--- config.mk ---
export PLATFORM = sky130hd
export DESIGN_NAME = index_sequencer
export DESIGN_NICKNAME = d
export VERILOG_FILES = /design/src/rtl/index_sequencer.sv
export SDC_FILE = /design/constraint.sdc
export NUM_CORES = 1
export LEC_CHECK = 0
export BUFFER_PORTS_ARGS = -buffer_cell sky130_fd_sc_hd__buf_2
export CAP_MARGIN = 30
export CORE_AREA = 4 4 41 43
export CTS_CLUSTER_DIAMETER = 100
export DETAILED_ROUTE_END_ITERATION = 7
export DIE_AREA = 0 0 45 47
export GPL_TIMING_DRIVEN = 0
export PLACE_DENSITY = 0.51
export SETUP_SLACK_MARGIN = 0.1
export SYNTH_ARGS = -nofsm -noshare
export SYNTH_HDL_FRONTEND = slang
export SYNTH_SLANG_ARGS = --single-unit
--- constraint.sdc ---
create_clock -name clk -period 3 [get_ports clk]
set_input_delay 0.6 -clock clk [delete_from_list [all_inputs] [get_ports clk]]
set_output_delay 0.6 -clock clk [all_outputs]
set_load 0.005 [all_outputs]
--- src/rtl/index_sequencer.sv ---
// index_sequencer
//   Upstream producer for the 2-to-3 zero-extend stage. After an accepted
//   start it walks idx_out from START_IDX up to the latched limit, advancing
//   one value per valid_out/ready_in handshake, then pulses done for a cycle.
//
//   Optional feature (macro INDEX_SEQ_WRAP_EN): when start is high on the
//   final handshake, the index restarts at START_IDX without leaving RUN and
//   done pulses while valid_out stays high (continuous mode). With the macro
//   undefined, start is ignored in RUN and the final handshake always ends
//   the sequence.
//
// Ports
//   clk       in   system clock, rising edge
//   rst       in   asynchronous active-high reset
//   start     in   begin a sequence (sampled in IDLE; also in RUN when wrap enabled)
//   limit     in   last index to emit, latched on accepted start
//   ready_in  in   downstream accepts idx_out this cycle
//   idx_out   out  current index to the zero-extender
//   valid_out out  idx_out is valid
//   busy      out  high in RUN and DONE
//   done      out  one-cycle pulse after the final index is accepted
//
// state | meaning
// IDLE  | waiting for start, valid_out low
// RUN   | presenting idx_out, advancing on each handshake
// DONE  | final index accepted, done pulse, return to IDLE
//
// All outputs are flops, so ready_in has no combinational path to any output.

module index_sequencer #(
  parameter int              IDX_W     = 2,
  parameter logic [IDX_W-1:0] START_IDX = '0
) (
  input  logic             clk,
  input  logic             rst,
  input  logic             start,
  input  logic [IDX_W-1:0] limit,
  input  logic             ready_in,
  output logic [IDX_W-1:0] idx_out,
  output logic             valid_out,
  output logic             busy,
  output logic             done
);

  typedef enum logic [1:0] {
    IDLE = 2'd0,
    RUN  = 2'd1,
    DONE = 2'd2
  } state_t;

  state_t           state;
  logic [IDX_W-1:0] limit_q;

  always_ff @(posedge clk or posedge rst) begin
    if (rst) begin
      state     <= IDLE;
      limit_q   <= '0;
      idx_out   <= '0;
      valid_out <= 1'b0;
      busy      <= 1'b0;
      done      <= 1'b0;
    end else begin
      done <= 1'b0;
      case (state)
        IDLE: begin
          if (start) begin
            limit_q   <= limit;
            idx_out   <= START_IDX;
            valid_out <= 1'b1;
            busy      <= 1'b1;
            state     <= RUN;
          end
        end
        RUN: begin
          // valid_out is always high in RUN, so ready_in alone is the handshake
          if (ready_in) begin
            if (idx_out != limit_q) begin
              idx_out <= idx_out + 1'b1;
            end else begin
              done <= 1'b1;
`ifdef INDEX_SEQ_WRAP_EN
              if (start) begin
                // continuous mode: restart without dropping valid_out
                idx_out <= START_IDX;
              end else begin
                valid_out <= 1'b0;
                state     <= DONE;
              end
`else
              valid_out <= 1'b0;
              state     <= DONE;
`endif
            end
          end
        end
        DONE: begin
          busy  <= 1'b0;
          state <= IDLE;
        end
        default: begin
          valid_out <= 1'b0;
          busy      <= 1'b0;
          state     <= IDLE;
        end
      endcase
    end
  end

endmodule

Yosys cells after proc, flatten, opt, wreduce, memory -nomap -nowiden
Index checks and enable logic that the tools add are counted.
{"block": "totals", "n_memories": 0, "romBits": 0, "ff_bits": 9, "latchBits": 0, "mem_bits_rw": 0}
{"block": "op_classes", "add_sub_neg": 1, "bitwise": 2, "n_eq_ne": 7, "reduce_logical": 7, "n_lt_le_gt_ge": 0, "n_mul": 0, "shift": 0, "div_mod_pow": 0, "muxes": 16}
{"cell": "$mux 2", "count": 6}
{"cell": "$ne 2x2->1 const B", "count": 4}
{"cell": "$pmux 2 s2", "count": 2}
{"cell": "$reduce_and 4->1", "count": 2}
{"cell": "$mux 1", "count": 6}
{"cell": "$reduce_and 2->1", "count": 2}
{"cell": "$pmux 1 s3", "count": 1}
{"cell": "$reduce_and 3->1", "count": 1}
{"cell": "$add 2x1->2 const B", "count": 1}
{"cell": "$eq 2x1->1 const B", "count": 1}
{"cell": "$eq 2x2->1 const B", "count": 1}
{"cell": "$logic_not 2->1", "count": 1}
{"cell": "$ne 2x2->1", "count": 1}
{"cell": "$not 1->1", "count": 2}
{"cell": "$pmux 1 s2", "count": 1}
{"cell": "$reduce_bool 2->1", "count": 1}

Depth between registers and ports, before layout
Gate-level depths: netlist of the first run.
{"block": "depth", "word_depth": 4, "ltp_mapped": 3, "ltp_nobuf": 3}

Least setup slack after synthesis of the first run
No wires, ideal clock.
{"block": "synth_path", "path_kind": "input to register", "startpoint": "input port start", "endpoint": "register limit_q[0]", "n_path_buf": 0, "arrival_ns": 1.148, "path_stages": 3, "setup_slack_ns": 1.727, "setup_time_ns": 0.125, "required_time_ns": 2.875, "path_cell_list": "nand2b_4 nor2_1 mux2_2"}
{"block": "synth_between", "elab_chain_len": 1}
{"element": "from (decl)", "line": "36", "source": "input logic start,"}
{"element": "$reduce_and 2->1 (no source line)"}
{"element": "to (signal assigned)", "line": "67", "source": "limit_q <= limit;"}
{"element": "to (decl)", "line": "52", "source": "logic [IDX_W-1:0] limit_q;"}
Every way passes these cells.
A chain may end at the register's enable or synchronous reset.

Final worst setup path of the first run
{"block": "layout_path", "startpoint": "register idx_out[1]", "endpoint": "output port idx_out[1]"}
{"element": "from (decl)", "line": "39", "source": "output logic [IDX_W-1:0] idx_out,"}
{"element": "from (signal assigned)", "line": "78", "source": "idx_out <= idx_out + 1'b1;"}
No word-level cell between the ends.

==> summary.md, run 1 <==
| Metric | Value |
|---|---|
| I/O Pins | `11` |
| Share of cells above drive strength 1 | `0.345` |
| Synth Cell Area | `444 sq um` |
| Worst-Margin Slew | `0.342 ns` |
| CTS Buffer Depth | `2` |
| Max H-tree Level | `1` |
| Die height | `47 um` |
| CTS hold repair buffers | `0` |
| Post-synth EDFFs | `0` |
| Status | `finished, final reports clean` |
| Max FO, Critical Path | `5` |
| # setup viols final | `0` |
| Cells after DPL | `66` |
| RR Endpoint | `limit_q[0]` |
| Setup crit start kind | `flop` |
| Via-to-Cell Ratio | `4.80` |
| Clock root buffer | `clkbuf_4` |
| Vias in the first global route | `312` |
| Iter 0 DRT Violations | `6` |
| Top-area cell type share of the netlist area | `0.507` |
| Vias | `336` |
| Fin Hold WS | `0.297 ns` |
| Final hold violations | `0` |
| Num CTS Buffers | `3` |
| Setup CP Type | `reg -> out` |
| FF/Latch Area | `225 sq um` |
| Post-synthesis register bit count | `9` |
| Layout filler cell count | `150` |
| Max-cap violations | `0` |
| DR WL/cell | `11.3 um` |
| Worst min path class | `in -> async` |
| Initial core utilization | `0.341` |
| Worst vdd ir | `0.378 mV` |
| Crit. End Element | `output pin` |
| Ys flop type | `dfrtp_1` |
| Global-route wire length before repair | `1380 um` |
| Relative slew slack | `0.772` |
| Synthesized instance count | `41` |
| P_leak | `0.262 nW` |
| Fmax | `0.685 GHz` |
| Top cell type by total area after synthesis | `dfrtp_1` |
| Worst-Skew Late Latency | `0.25 ns` |
| Fin cells | `70` |
| CP arrival | `0.86 ns` |
| Setup TNS | `0 ns` |
| Leading cell type in the layout, fill and taps excluded | `buf_2` |
| CP required | `2.40 ns` |
| Levels on crit path | `1` |
| CP Launch Point | `idx_out[1]` |
| Gates resized, CTS repair | `0` |
| Inserted Diodes | `0` |
| # rows | `13` |
| DRC | `0` |
| Syn_nets | `47` |
| Clk pin slew, worst setup/hold paths | `0.06 ns` |
| Routed Antenna Nets | `0` |
| R2r setup slk | `1.68 ns` |
| WL final | `791 um` |
| Initial antenna violation count | `0` |
| PnR Total Power | `0.000587 W` |
| Largest net degree at the start of global routing | `10` |
| Post-DP HPWL | `641 um` |
| CP Cell Sequence | `buf_2` |
| Clock sinks | `9` |
| Final min period | `1.46 ns` |
| Max-slew violation count | `0` |
| Die ar. | `0.00212 sq mm` |
| Routability Congestion | `0.659` |
| Area of the multi-input gates | `200 sq um` |
| Buffers plus inverters on the worst setup path | `1` |
| Total gr overflow | `0` |
| Reg2Reg Depth | `3` |
| Setup crit end | `idx_out[1]` |
| Core Footprint | `0.00130 sq mm` |
| Fin crit share | `0.487` |
| CP max-delay cell | `dfrtp_1` |
| Top post-synthesis cells by area | `dfrtp_1, mux2_2, inv_1` |
| Async SR Flop Fraction | `1.00` |
| Fin area | `539 sq um` |
| Layout Nets | `62` |
| Crit-path leading delay family | `flip-flops` |
| Crit Reg-Reg Startpoint | `state[0]` |
| Post-CTS Setup Bufs | `0` |
| RSZ-0062 raised after global routing | `false` |
| Syn avg cell area | `10.8 sq um` |
| CTS tree | `yes` |
| Ys Warns | `0` |
| First-pass iteration count of the detailed router | `2` |
| Yosys cell types | `23` |
| Critical Path Max Stage Delay | `0.45 ns` |
| Area growth, synth to finish | `21.4%` |
| Tot GR Track Use | `0.0947` |
| Dpl cell area | `513 sq um` |
| Sequential area share after synthesis | `0.507` |
| Most frequent cells in the layout | `buf_2, dfrtp_1, inv_1` |
| Chip width | `45 um` |
| Clock skew | `0.00112 ns` |
| IO Port Bufs | `10` |
| Power per cell area | `1090 mW/mm^2` |
[cell families (layout without fill, tap and decap cells)]
group | count (synthesis) | in the layout | share of synthesized area
buf+inv | 5 | 19 | 0.0423
flops | 9 | 9 | 0.507
compound gates | 10 | 10 | 0.169
simple gates | 12 | 12 | 0.155
xor+xnor | 3 | 3 | 0.0761
mux | 2 | 2 | 0.0507
[layer usage]
metal	vias up	part of all wire	wire [um]	global-route usage
met2	11	0.46	367	0.141
met4	0	0	0	0
met5	-	0	0	0
li1	171	-	-	-
met1	154	0.45	356	0.119
met3	0	0.083	66	0.0690
[metrics by stage]
step	setup WS (ns)	utilization
after floorplan	1.73	-
after global placement	1.52	0.394
after detailed placement	1.53	0.394
after CTS	1.52	0.414
after global routing	1.47	0.414
final	1.54	0.414
[Yosys cell counts (2+ instances only)]
library cell	instances
mux2_2	2
dfrtp_1	9
nand2_1	2
inv_1	5
nor2_1	4
a21oi_1	2
[registers in the layout, indices dropped and copies added (netlist names)]
signal / flops
valid_out: 1
state: 2
busy: 1
idx_out: 2
limit_q: 2
done: 1
[worst min-delay path by stage]
| stage | start | to | cells past startpoint |
|---|---|---|---|
| floorplan | rst | busy | 1 |
| global placement | busy | busy | 2 |
| detailed placement | busy | busy | 2 |
| CTS | rst | limit_q[0] | 2 |
| global route | rst | done | 2 |
| finish | rst | state[0] | 2 |
[final cells by class]
class	count	area share
inverters	5	0.0348
multi-input cells	27	0.371
well taps	15	0.0348
clock buffers	4	0.0487
repair buffers	10	0.0928
flip-flops and latches	9	0.418
[power breakdown]
part           internal (W)  switching [W]  leakage [nW]
Clock             0.0000510      0.0000378        0.0150
Sequential         0.000178      0.0000686         0.108
Combinational      0.000140       0.000111         0.139
Total              0.000369       0.000218         0.262
Note: power is estimated with default switching activity, not from simulation.
==> inputs of run 2 (changes only) <==
--- a/config.mk
+++ b/config.mk
@@ -12,7 +12,7 @@
 export DETAILED_ROUTE_END_ITERATION = 7
 export DIE_AREA = 0 0 45 47
 export GPL_TIMING_DRIVEN = 0
-export PLACE_DENSITY = 0.51
+export PLACE_DENSITY = 0.53
 export SETUP_SLACK_MARGIN = 0.1
 export SYNTH_ARGS = -nofsm -noshare
 export SYNTH_HDL_FRONTEND = slang
==> constraint.sdc (replaced) <==
create_clock -name clk -period 1.25 [get_ports clk]
set_input_delay 0.25 -clock clk [delete_from_list [all_inputs] [get_ports clk]]
set_output_delay 0.25 -clock clk [all_outputs]
set_load 0.005 [all_outputs]
==> run 2 against run 1 <==
Against the previous run: cell count rose by 10%; combinational power rose to 3.6 times the previous value; utilization rose by 8.3 points; setup slack got worse by 1.5 ns; critical path depth rose by 2; routed wire length rose by 23%.
==> summary.md, run 2 (same netlist as run 1, synthesis figures left out) <==
| Metric | Value |
|---|---|
| Via-to-Cell Ratio | `4.77 (was 4.80)` |
| Crit-path leading delay family | `compound AO/OA/AOI/OAI gates (was flip-flops)` |
| Vias in the first global route | `336 (was 312)` |
| Initial core utilization | `0.341 (unchanged)` |
| Layout filler cell count | `136 (was 150)` |
| DRC | `0 (unchanged)` |
| Setup crit start kind | `flop (unchanged)` |
| Worst-Skew Late Latency | `0.26 ns (was 0.25 ns)` |
| WL final | `970 um (was 791 um)` |
| Fin crit share | `0.981` |
| Buffers plus inverters on the worst setup path | `0 (was 1)` |
| Clock skew | `0.00609 ns (was 0.00112 ns)` |
| Final min period | `1.23 ns` |
| Most frequent cells in the layout | `buf_2, buf_4, inv_1, dfrtp_2, dfrtp_1 (was buf_2, dfrtp_1, inv_1)` |
| Metal-1 WL | `421 um (was 356 um)` |
| CP required | `1.39 ns (was 2.40 ns)` |
| I/O Pins | `11 (unchanged)` |
| Power per cell area | `2740 mW/mm^2 (was 1090 mW/mm^2)` |
| Max H-tree Level | `1 (unchanged)` |
| # rows | `13 (unchanged)` |
| Clk pin slew, worst setup/hold paths | `0.06 ns (about the same)` |
| Total gr overflow | `0 (unchanged)` |
| Setup CP Type | `reg -> reg (was reg -> out)` |
| Vias | `367 (was 336)` |
| First-pass iteration count of the detailed router | `3 (was 2)` |
| Core Footprint | `0.00130 sq mm (unchanged)` |
| Fmax | `0.815 GHz` |
| Top flop regs | `idx_out x2, limit_q x2, state x2 (unchanged)` |
| Max-slew violation count | `0 (unchanged)` |
| Max-cap violations | `0 (unchanged)` |
| Post-layout util | `0.497 (was 0.414)` |
| Fin area | `647 sq um (was 539 sq um)` |
| CP max-delay cell | `dfrtp_2 (was dfrtp_1)` |
| Worst min path class | `in -> reg (was in -> async)` |
| CTS Buffer Depth | `2 (unchanged)` |
| IO Port Bufs | `10 (unchanged)` |
| Levels on crit path | `3 (was 1)` |
| Area growth, synth to finish | `45.6% (was 21.4%)` |
| Die height | `47 um (unchanged)` |
| Met3 wire length | `48 um (was 66 um)` |
| Setup TNS | `0 ns (unchanged)` |
| Crit. End Element | `flop (was output pin)` |
| Relative slew slack | `0.775 (was 0.772)` |
| Initial antenna violation count | `0 (unchanged)` |
| Fin Hold WS | `0.234 ns (was 0.297 ns)` |
| DR WL/cell | `12.6 um (was 11.3 um)` |
| Max FO, Critical Path | `5 (unchanged)` |
| WHS Path Cells | `2` |
| Num CTS Buffers | `3 (unchanged)` |
| Leading cell type in the layout, fill and taps excluded | `buf_2 (unchanged)` |
| Status | `finished, final reports clean (unchanged)` |
| Critical Path Max Stage Delay | `0.43 ns (was 0.45 ns)` |
| Die ar. | `0.00212 sq mm (unchanged)` |
| Iter 0 DRT Violations | `2 (was 6)` |
| CP Cell Sequence | `nand2b_4, a21o_1, a221o_1 (was buf_2)` |
| CTS tree | `yes (unchanged)` |
| Post-DP HPWL | `660 um (was 641 um)` |
| Highest routed layer | `met3 (unchanged)` |
| Routability Congestion | `0.632 (was 0.659)` |
| RSZ-0062 raised after global routing | `true (was false)` |
| # setup viols final | `0 (unchanged)` |
| Global-route wire length before repair | `1480 um (was 1380 um)` |
| Fin cells | `77 (was 70)` |
| Clock sinks | `9 (unchanged)` |
| Inserted Diodes | `0 (unchanged)` |
| Routed Antenna Nets | `0 (unchanged)` |
| Met2 WL post-DR | `500 um (was 367 um)` |
| P_leak | `0.303 nW (was 0.262 nW)` |
| Final hold violations | `0 (unchanged)` |
| Layout Nets | `69 (was 62)` |
| Largest net degree at the start of global routing | `10 (unchanged)` |
| Dpl cell area | `524 sq um (was 513 sq um)` |
| Cells after DPL | `66 (unchanged)` |
| Reg2Reg Depth | `3 (unchanged)` |
| Clock root buffer | `clkbuf_4 (unchanged)` |
| CP arrival | `1.37 ns (was 0.86 ns)` |
| Share of cells above drive strength 1 | `0.532 (was 0.345)` |
| Worst vdd ir | `1.25 mV (was 0.378 mV)` |
| Tot GR Track Use | `0.102 (was 0.0947)` |
| Worst-Margin Slew | `0.337 ns (was 0.342 ns)` |
| Chip width | `45 um (unchanged)` |
==> run 2: changes by cell type in the layout (fill, tap and decap cells not counted), sizes merged <==
| cell | previous run | this run |
|---|---|---|
| dlygate4sd3 | 0 | 1 |
| buf | 10 | 16 |
==> run 2: area by class of cell <==
type	instances	area, sq um	area share
clock buffers	4	26.3	0.0406
inverters	5	18.8	0.0290
multi-input cells	27	240	0.371
flip-flops and latches	9	231	0.358
well taps	15	18.8	0.0290
repair buffers	17	111	0.172
==> run 2: final timing paths <==
path                                from  slack, ns    endpoint
worst min register to register      busy       0.51        busy
min in group asynchronous            rst       0.50        busy
worst min-delay path            limit[0]       0.23  limit_q[0]
max in group asynchronous            rst       0.48  limit_q[1]
worst max-delay path            state[0]       0.02  idx_out[0]
worst max register to register  state[0]       0.02  idx_out[0]
==> run 2: timing repair <==
action | CTS | global route
pin swaps | 5 | 4
hold buffers | 1 | 0
setup buffers | 5 | 1
hold endpoints to repair | 9 | 0
gates resized for setup | 5 | 5
endpoints found under the setup margin | 6 | 6
==> run 2: routing by layer <==
metal,global-route usage,vias to the layer above
li1,-,185
met1,0.122,173
met2,0.164,9
met3,0.0690,0
met4,0,0
met5,0,-
==> run 2: power by group <==
group	leakage, nW	internal (W)	switching (W)
Sequential	0.102	0.000442	0.000201
Combinational	0.186	0.000567	0.000344
Clock	0.0150	0.000122	0.0000937
==> run 2: through the flow <==
stage          total power (W)  setup WS [ns]
2_1_floorplan          0.00107         0.0622
5_1_grt                0.00193        -0.0114
6_report               0.00177         0.0236
3_5_place_dp           0.00126        -0.0256
4_1_cts                0.00171         0.0322
3_3_place_gp           0.00125        -0.0279
==> inputs of run 3 (changes only) <==
--- a/config.mk
+++ b/config.mk
@@ -13,7 +13,6 @@
 export DIE_AREA = 0 0 45 47
 export GPL_TIMING_DRIVEN = 0
 export PLACE_DENSITY = 0.53
-export SETUP_SLACK_MARGIN = 0.1
 export SYNTH_ARGS = -nofsm -noshare
 export SYNTH_HDL_FRONTEND = slang
 export SYNTH_SLANG_ARGS = --single-unit
==> run 3 against run 2 <==
Against the previous run: first-iteration DRC count up 50%; worst hold slack lost 0.0053 ns; combinational power increased by 1%; non-clock buffer count is 2 higher; critical path type unchanged; highest routed layer unchanged.
==> summary.md, run 3 (same netlist as run 1, synthesis figures left out) <==
| Metric | Value |
|---|---|
| Status | `finished, final reports clean (unchanged)` |
| Clock skew | `0.00670 ns (was 0.00609 ns)` |
| Worst-Margin Slew | `0.360 ns (was 0.337 ns)` |
| Num CTS Buffers | `3 (unchanged)` |
| Max FO, Critical Path | `6 (was 5)` |
| Highest routed layer | `met3 (unchanged)` |
| Initial core utilization | `0.341 (unchanged)` |
| # rows | `13 (unchanged)` |
| Leading cell type in the layout, fill and taps excluded | `buf_2 (unchanged)` |
| I/O Pins | `11 (unchanged)` |
| Worst vdd ir | `1.34 mV (was 1.25 mV)` |
| Crit. End Element | `flop (unchanged)` |
| Relative slew slack | `0.760 (was 0.775)` |
| Max-cap violations | `0 (unchanged)` |
| Worst min path class | `in -> reg (unchanged)` |
| IO Port Bufs | `10 (unchanged)` |
| DR WL/cell | `11.7 um (was 12.6 um)` |
| First-pass iteration count of the detailed router | `3 (unchanged)` |
| Setup TNS | `0 ns (unchanged)` |
| Worst-Skew Late Latency | `0.25 ns (was 0.26 ns)` |
| Power per cell area | `2800 mW/mm^2 (was 2740 mW/mm^2)` |
| CP arrival | `1.37 ns (about the same)` |
| Routability Congestion | `0.653 (was 0.632)` |
| P_leak | `0.304 nW (was 0.303 nW)` |
| Tot GR Track Use | `0.104 (was 0.102)` |
| Routed Antenna Nets | `0 (unchanged)` |
| Setup crit start kind | `flop (unchanged)` |
| CTS Buffer Depth | `2 (unchanged)` |
| Max H-tree Level | `1 (unchanged)` |
| CTS tree | `yes (unchanged)` |
| Final min period | `1.24 ns (was 1.23 ns)` |
| # setup viols final | `0 (unchanged)` |
| Top flop regs | `idx_out x2, limit_q x2, state x2 (unchanged)` |
| Share of cells above drive strength 1 | `0.531 (was 0.532)` |
| Layout Nets | `71 (was 69)` |
| Post-DP HPWL | `646 um (was 660 um)` |
| Area of the multi-input gates | `210 sq um (was 240 sq um)` |
| Area growth, synth to finish | `40.8% (was 45.6%)` |
| Fin crit share | `0.989 (was 0.981)` |
| Initial antenna violation count | `0 (unchanged)` |
| Fin Hold WS | `0.229 ns (was 0.234 ns)` |
| Fin cells | `79 (was 77)` |
| Chip width | `45 um (unchanged)` |
| Clock root buffer | `clkbuf_4 (unchanged)` |
| Most frequent cells in the layout | `buf_2, buf_4, inv_1, dfrtp_2, dfrtp_1 (unchanged)` |
| Core Footprint | `0.00130 sq mm (unchanged)` |
| Clock sinks | `9 (unchanged)` |
| Max-slew violation count | `0 (unchanged)` |
| Iter 0 DRT Violations | `3 (was 2)` |
| Fmax | `0.809 GHz (was 0.815 GHz)` |
| Met2 WL post-DR | `454 um (was 500 um)` |
| Vias | `370 (was 367)` |
| Die ar. | `0.00212 sq mm (unchanged)` |
| Met3 wire length | `48 um (unchanged)` |
| Setup CP Type | `reg -> reg (unchanged)` |
| Vias in the first global route | `336 (unchanged)` |
| Largest net degree at the start of global routing | `10 (unchanged)` |
| Post-layout util | `0.481 (was 0.497)` |
| Cells after DPL | `66 (unchanged)` |
| WL final | `924 um (was 970 um)` |
| RSZ-0062 raised after global routing | `true (unchanged)` |
| Metal-1 WL | `421 um (unchanged)` |
| Die height | `47 um (unchanged)` |
| Layout filler cell count | `136 (unchanged)` |
| Clk pin slew, worst setup/hold paths | `0.06 ns (about the same)` |
| Via-to-Cell Ratio | `4.68 (was 4.77)` |
| CP required | `1.38 ns (was 1.39 ns)` |
| Total gr overflow | `0 (unchanged)` |
| Inserted Diodes | `0 (unchanged)` |
| Final hold violations | `0 (unchanged)` |
| DRC | `0 (unchanged)` |
| Global-route wire length before repair | `1490 um (was 1480 um)` |
| FF/Latch Area | `231 sq um (unchanged)` |
[run 3: area by class of cell]
class | instances | share of cell area
Inverter | 5 | 0.0300
Timing Repair Buffer | 19 | 0.192
Sequential cell | 9 | 0.370
Multi-Input combinational cell | 27 | 0.336
Tap cell | 15 | 0.0300
Clock buffer | 4 | 0.0420
[run 3: path summary, 6_finish.rpt]
| path | end | from | cells after the start | slack [ns] |
|---|---|---|---|---|
| max in group asynchronous | limit_q[1] | rst | 3 | 0.46 |
| hold reg to reg | busy | busy | 2 | 0.51 |
| setup reg to reg | limit_q[0] | state[0] | 3 | 0.01 |
| min in group asynchronous | busy | rst | 3 | 0.50 |
| hold / removal | limit_q[1] | limit[1] | 2 | 0.23 |
| setup / recovery | limit_q[0] | state[0] | 3 | 0.01 |
[run 3: worst max-delay path, stage by stage (launching register included)]
cell	delay, ns
dfrtp_2	0.44
nand2b_4	0.17
nor2_2	0.15
mux2_2	0.35
[run 3: what timing repair did]
action / 4_1_cts / 5_1_grt
endpoints found under the hold margin: 9 / 0
pin swaps: 2 / 6
hold buffers: 1 / 0
setup buffers: 5 / 3
resized for setup: 4 / 3
setup endpoints to repair: 4 / 4
[run 3: power breakdown]
| part | switching (W) | total (W) | internal [W] |
|---|---|---|---|
| Combinational | 0.000351 | 0.000922 | 0.000571 |
| Sequential | 0.000167 | 0.000610 | 0.000443 |
| Clock | 0.0000950 | 0.000218 | 0.000123 |
| Total | 0.000613 | 0.00175 | 0.00114 |
[run 3: stage by stage]
stage | setup slack, ns | total power (W) | cell area (sq um)
floorplan | 0.0377 | 0.00104 | 444
global placement | -0.0951 | 0.00121 | 513
detailed placement | -0.0916 | 0.00122 | 513
CTS | 0.0118 | 0.00167 | 599
global route | -0.0182 | 0.00191 | 626
finish | 0.0143 | 0.00175 | 626
[run 3: layer usage]
| metal | global-route usage | vias up |
|---|---|---|
| met1 | 0.121 | 166 |
| met3 | 0.0690 | 0 |
| met4 | 0.0175 | 0 |
| met2 | 0.164 | 9 |
| met5 | 0 | - |
| li1 | - | 195 |
